`src/rtl/param_stream_dmux.sv`:
```
// Single-entry registered stream demultiplexer: routes each input beat to one of N output channels.
// Optional per-channel saturating transfer counters on f_cnt when PARAM_STREAM_DMUX_STATS_EN is defined.
module param_stream_dmux #(
  parameter int N = 8,
  parameter int W = 8,
  localparam int SW = $clog2(N)
) (
  input  logic            clk,
  input  logic            rst_n,
  input  logic            i_valid,
  input  logic [W-1:0]    i_data,
  input  logic [SW-1:0]   i_sel,
  output logic            i_ready,
  output logic [N-1:0]    f_valid,
  output logic [N*W-1:0]  f_data,
  input  logic [N-1:0]    f_ready,
  output logic            o_err
`ifdef PARAM_STREAM_DMUX_STATS_EN
  ,
  output logic [N*16-1:0] f_cnt
`endif
);

  // state | meaning
  // EMPTY | no beat held; input always ready
  // FULL  | beat held in data_q for channel sel_q; ready follows f_ready[sel_q]
  typedef enum logic {EMPTY = 1'b0, FULL = 1'b1} state_t;

  localparam logic [SW:0] N_LIM = (SW+1)'(N);

  state_t          state_q, state_d;
  logic [W-1:0]    data_q, data_d;
  logic [SW-1:0]   sel_q, sel_d;
  logic            err_q, err_d;
  logic [(1<<SW)-1:0] rdy_ext;
  logic            sel_legal, in_xfer, out_xfer;

  // Padded so every sel_q code indexes a real bit, even for non-power-of-two N.
  assign rdy_ext   = ((1 << SW))'(f_ready);
  assign sel_legal = ({1'b0, i_sel} < N_LIM);
  assign out_xfer  = (state_q == FULL) && rdy_ext[sel_q];
  assign i_ready   = (state_q == EMPTY) || rdy_ext[sel_q];
  assign in_xfer   = i_valid && i_ready;
  assign o_err     = err_q;

  always_ff @(posedge clk or negedge rst_n) begin
    if (!rst_n) begin
      state_q <= EMPTY;
      data_q  <= '0;
      sel_q   <= '0;
      err_q   <= 1'b0;
    end else begin
      state_q <= state_d;
      data_q  <= data_d;
      sel_q   <= sel_d;
      err_q   <= err_d;
    end
  end

  always_comb begin
    state_d = state_q;
    data_d  = data_q;
    sel_d   = sel_q;
    err_d   = in_xfer && !sel_legal;
    case (state_q)
      EMPTY: begin
        if (in_xfer && sel_legal) begin
          state_d = FULL;
          data_d  = i_data;
          sel_d   = i_sel;
        end
      end
      FULL: begin
        // Input can only be accepted here when the held beat leaves this cycle.
        if (out_xfer) begin
          if (in_xfer && sel_legal) begin
            data_d = i_data;
            sel_d  = i_sel;
          end else begin
            state_d = EMPTY;
          end
        end
      end
      default: state_d = EMPTY;
    endcase
  end

  for (genvar k = 0; k < N; k++) begin : g_ch
    assign f_valid[k]         = (state_q == FULL) && (sel_q == SW'(k));
    assign f_data[k*W +: W]   = f_valid[k] ? data_q : '0;

`ifdef PARAM_STREAM_DMUX_STATS_EN
    logic [15:0] cnt_q;
    always_ff @(posedge clk or negedge rst_n) begin
      if (!rst_n) begin
        cnt_q <= '0;
      end else if (f_valid[k] && f_ready[k] && (cnt_q != 16'hFFFF)) begin
        cnt_q <= cnt_q + 16'd1;
      end
    end
    assign f_cnt[k*16 +: 16] = cnt_q;
`endif
  end

endmodule

```
`config.mk`:
```
export PLATFORM = sky130hd
export DESIGN_NAME = param_stream_dmux
export DESIGN_NICKNAME = d
export VERILOG_FILES = /design/src/rtl/param_stream_dmux.sv
export SDC_FILE = /design/constraint.sdc
export NUM_CORES = 1
export LEC_CHECK = 0
export ABC_AREA = 0
export ABC_CLOCK_PERIOD_IN_PS = 2300
export CAP_MARGIN = 15
export CORE_MARGIN = 2
export CORE_UTILIZATION = 31
export CTS_CLUSTER_SIZE = 12
export DETAILED_ROUTE_END_ITERATION = 10
export GPL_TIMING_DRIVEN = 0
export PLACE_DENSITY = 0.8
export SLEW_MARGIN = 20
export SYNTH_ARGS = -nofsm -noshare
export SYNTH_HDL_FRONTEND = slang
export SYNTH_SLANG_ARGS = --single-unit
```
`constraint.sdc`:
```
create_clock -name clk -period 2.3 [get_ports clk]
set_input_delay 0.345 -clock clk [delete_from_list [all_inputs] [get_ports clk]]
set_output_delay 0.345 -clock clk [all_outputs]
set_load 0.02 [all_outputs]
```
==> impl_metrics.env <==
export IMPL_crit_fanout=8
export IMPL_wl_per_cell_um=14.6
export IMPL_synth_most_common_cell="and2_1"
export IMPL_overflow=0
export IMPL_rows=21
export IMPL_netlist_top_cell_by_area="and2_1"
export IMPL_dp_hpwl_um=2770
export IMPL_relSlewSlack=0.649
export IMPL_cts_tree="yes"
export IMPL_max_clock_path_buffers=2
export IMPL_hold_viol_final=0
export IMPL_skew_ns=0.00160
export IMPL_synth_top_cell_area_share=0.380
export IMPL_ant_nets=0
export IMPL_cap_violations=0
export IMPL_start_kind="flop"
export IMPL_dp_slack_ns=-0.228
export IMPL_drt_pass1_iterations=4
export IMPL_ys_flop_type="dfrtp_1"
export IMPL_dpl_cell_area_um2=2050
export IMPL_worstSetupPathType="reg -> out"
export IMPL_clock_latency_ns=0.26
export IMPL_grt_setup_unrepaired="false"
export IMPL_synth_area_leaders="and2_1 38%, dfrtp_1 29%, mux2_4 14%, mux4_2 4.3%, o221ai_4 2.5%"
export IMPL_place_congestion=0.716
export IMPL_grt_use_total=0.176
export IMPL_holdBufCountCts=0
export IMPL_antenna_found_initial=0
export IMPL_min_period_ns=2.22
export IMPL_drive_gt1_frac=0.186
export IMPL_worstSetupEndpointType="output port"
export IMPL_core_area_um2=3310
export IMPL_grt_max_degree=13
export IMPL_r2r_setup_slack_ns=0.20
export IMPL_cts_buffers=3
export IMPL_worst_slew_pin_slew_ns=0.525
export IMPL_hp_class="in -> async"
export IMPL_peakVddDrop_mv=0.487
export IMPL_ios=96
export IMPL_outcome="complete, no violations"
export IMPL_cts_clk_slew_worst_paths_ns=0.07
export IMPL_antenna_cells=0
export IMPL_viasPerCell=4.52
export IMPL_grt_pass1_wl_um=5580
export IMPL_totalWireLength_um=3900
export IMPL_die_area_um2=3880
export IMPL_yosys_warnings=0
export IMPL_grt_pass1_vias=1130
export IMPL_power_density_nw_per_um2=1040
export IMPL_htreeDepth=1
export IMPL_setup_ws_ns=0.0790
export IMPL_p_leak_nw=1.79
export IMPL_fin_area_um2=2330
export IMPL_synth_edff_count=0
export IMPL_syn_to_final_growth_pct=121
export IMPL_nets=244
export IMPL_synth_cells=113
export IMPL_yosysSeqAreaShare=0.285
export IMPL_crit_required_ns=1.96
export IMPL_syn_nets=135
export IMPL_ys_types=17
export IMPL_setup_viol=0
export IMPL_drc=0
export IMPL_syn_mean_instance_area_um2=9.32
export IMPL_num_vias=1207
export IMPL_slew_violations=0
export IMPL_async_flop_share=1.00
export IMPL_io_buffers=94
export IMPL_cts_num_sinks=12
export IMPL_ys_ff_latch=12
export IMPL_drt_iter0_markers=40
export IMPL_die_y_um=62.3
export IMPL_synthesis_area_um2=1050
export IMPL_fillers=256
export IMPL_fmaxAchievable_ghz=0.450
export IMPL_dieWidth_um=62.3
export IMPL_clock_root_buffer="clkbuf_4"
export IMPL_synth_commonest_cells="64 x and2_1, 12 x dfrtp_1, 10 x mux2_4, 6 x nor2_1"
export IMPL_arrival_ns=1.88
export IMPL_timing_final_crit_share=0.966
export IMPL_initial_core_util=0.318
==> path summary, 6_finish.rpt <==
| path | from | endpoint | depth (start not counted) |
|---|---|---|---|
| setup / recovery | sel_q[0]$_DFFE_PN0P_ | i_ready | 4 |
| min in group clk | sel_q[2]$_DFFE_PN0P_ | sel_q[2]$_DFFE_PN0P_ | 2 |
| setup reg to reg | sel_q[0]$_DFFE_PN0P_ | sel_q[1]$_DFFE_PN0P_ | 5 |
| max in group asynchronous | rst_n | sel_q[1]$_DFFE_PN0P_ | 1 |
| hold reg to reg | sel_q[2]$_DFFE_PN0P_ | sel_q[2]$_DFFE_PN0P_ | 2 |
| hold / removal | rst_n | data_q[1]$_DFFE_PN0P_ | 1 |
==> layout make-up <==
| class | count | area [um^2] | area share |
|---|---|---|---|
| Buffer | 2 | 18.8 | 0.00806 |
| Tap cell | 46 | 57.6 | 0.0247 |
| Inverter | 2 | 7.51 | 0.00322 |
| Clock buffer | 4 | 36.3 | 0.0156 |
| Timing Repair Buffer | 104 | 1100 | 0.471 |
| Multi-Input combinational cell | 97 | 810 | 0.348 |
| Sequential cell | 12 | 303 | 0.130 |
==> cells in the final DEF (no fill, tap or decap) <==
| cell type | count |
|---|---|
| and2_1 | 64 |
| dlymetal6s2s_1 | 43 |
| clkdlybuf4s50_1 | 29 |
| dlygate4sd2_1 | 22 |
| buf_4 | 11 |
| mux2_4 | 10 |
| dfrtp_1 | 10 |
| nor2_4 | 6 |
| clkbuf_4 | 3 |
| nand2_1 | 2 |
| nand2b_1 | 2 |
| nor3_4 | 2 |
| mux4_2 | 2 |
| inv_1 | 2 |
| o211ai_1 | 2 |
| dfrtp_2 | 2 |
| nand2_4 | 1 |
| buf_6 | 1 |
| or2b_1 | 1 |
| nand2b_4 | 1 |
| o22a_1 | 1 |
| o221ai_4 | 1 |
| o21a_1 | 1 |
| conb_1 | 1 |
| clkbuf_8 | 1 |
==> logic make-up (layout without fill, tap and decap cells) <==
logic type / Yosys count / count (layout) / synth area share
compound gates: 5 / 5 / 0.0546
buf+inv: 4 / 112 / 0.0249
other cells: 1 / 1 / 0.00356
flops: 12 / 12 / 0.285
mux: 12 / 12 / 0.185
simple gates: 79 / 79 / 0.447
==> worst max-delay path, cell delays in order (launching register included) <==
cell           delay [ns]
dfrtp_1              0.34
buf_6                0.15
mux4_2               0.57
o22a_1               0.22
dlygate4sd2_1        0.33
==> state kept, by name (all words and copies together) (netlist names) <==
register	count
state_q	1
sel_q	3
data_q	8
==> report_power, final <==
group	switching, mW	total [mW]	leakage [nW]	internal (mW)
Clock	0.0655	0.161	0.0210	0.0960
Combinational	0.876	1.73	1.63	0.858
Sequential	0.205	0.524	0.136	0.319
==> per-stage QoR <==
stage	hold WS, ns	cells	total power, mW	util	TNS, ns
floorplan	0.0494	113	1.39	-	0
finish	0.424	267	2.42	0.703	0
global route	0.457	267	2.57	0.703	0
CTS	0.432	261	2.34	0.650	-3.84
detailed placement	0.552	253	2.11	0.620	-3.20
global placement	0.524	253	2.07	0.620	-2.06
==> per-layer routing <==
| layer | GRT usage | vias up | wire length, um |
|---|---|---|---|
| met4 | 0.0417 | 0 | 19 |
| met3 | 0.0417 | 2 | 259 |
| met2 | 0.327 | 55 | 2060 |
| met5 | 0 | - | 0 |
| met1 | 0.204 | 567 | 1570 |
| li1 | - | 583 | - |
==> timing repair <==
item,4_1_cts,5_1_grt
pin swaps,2,2
buffers inserted,4,6
setup endpoints to repair,73,51
endpoints found under the hold margin,0,0
resized for setup,38,49
Power figures use the tool's default switching activity.
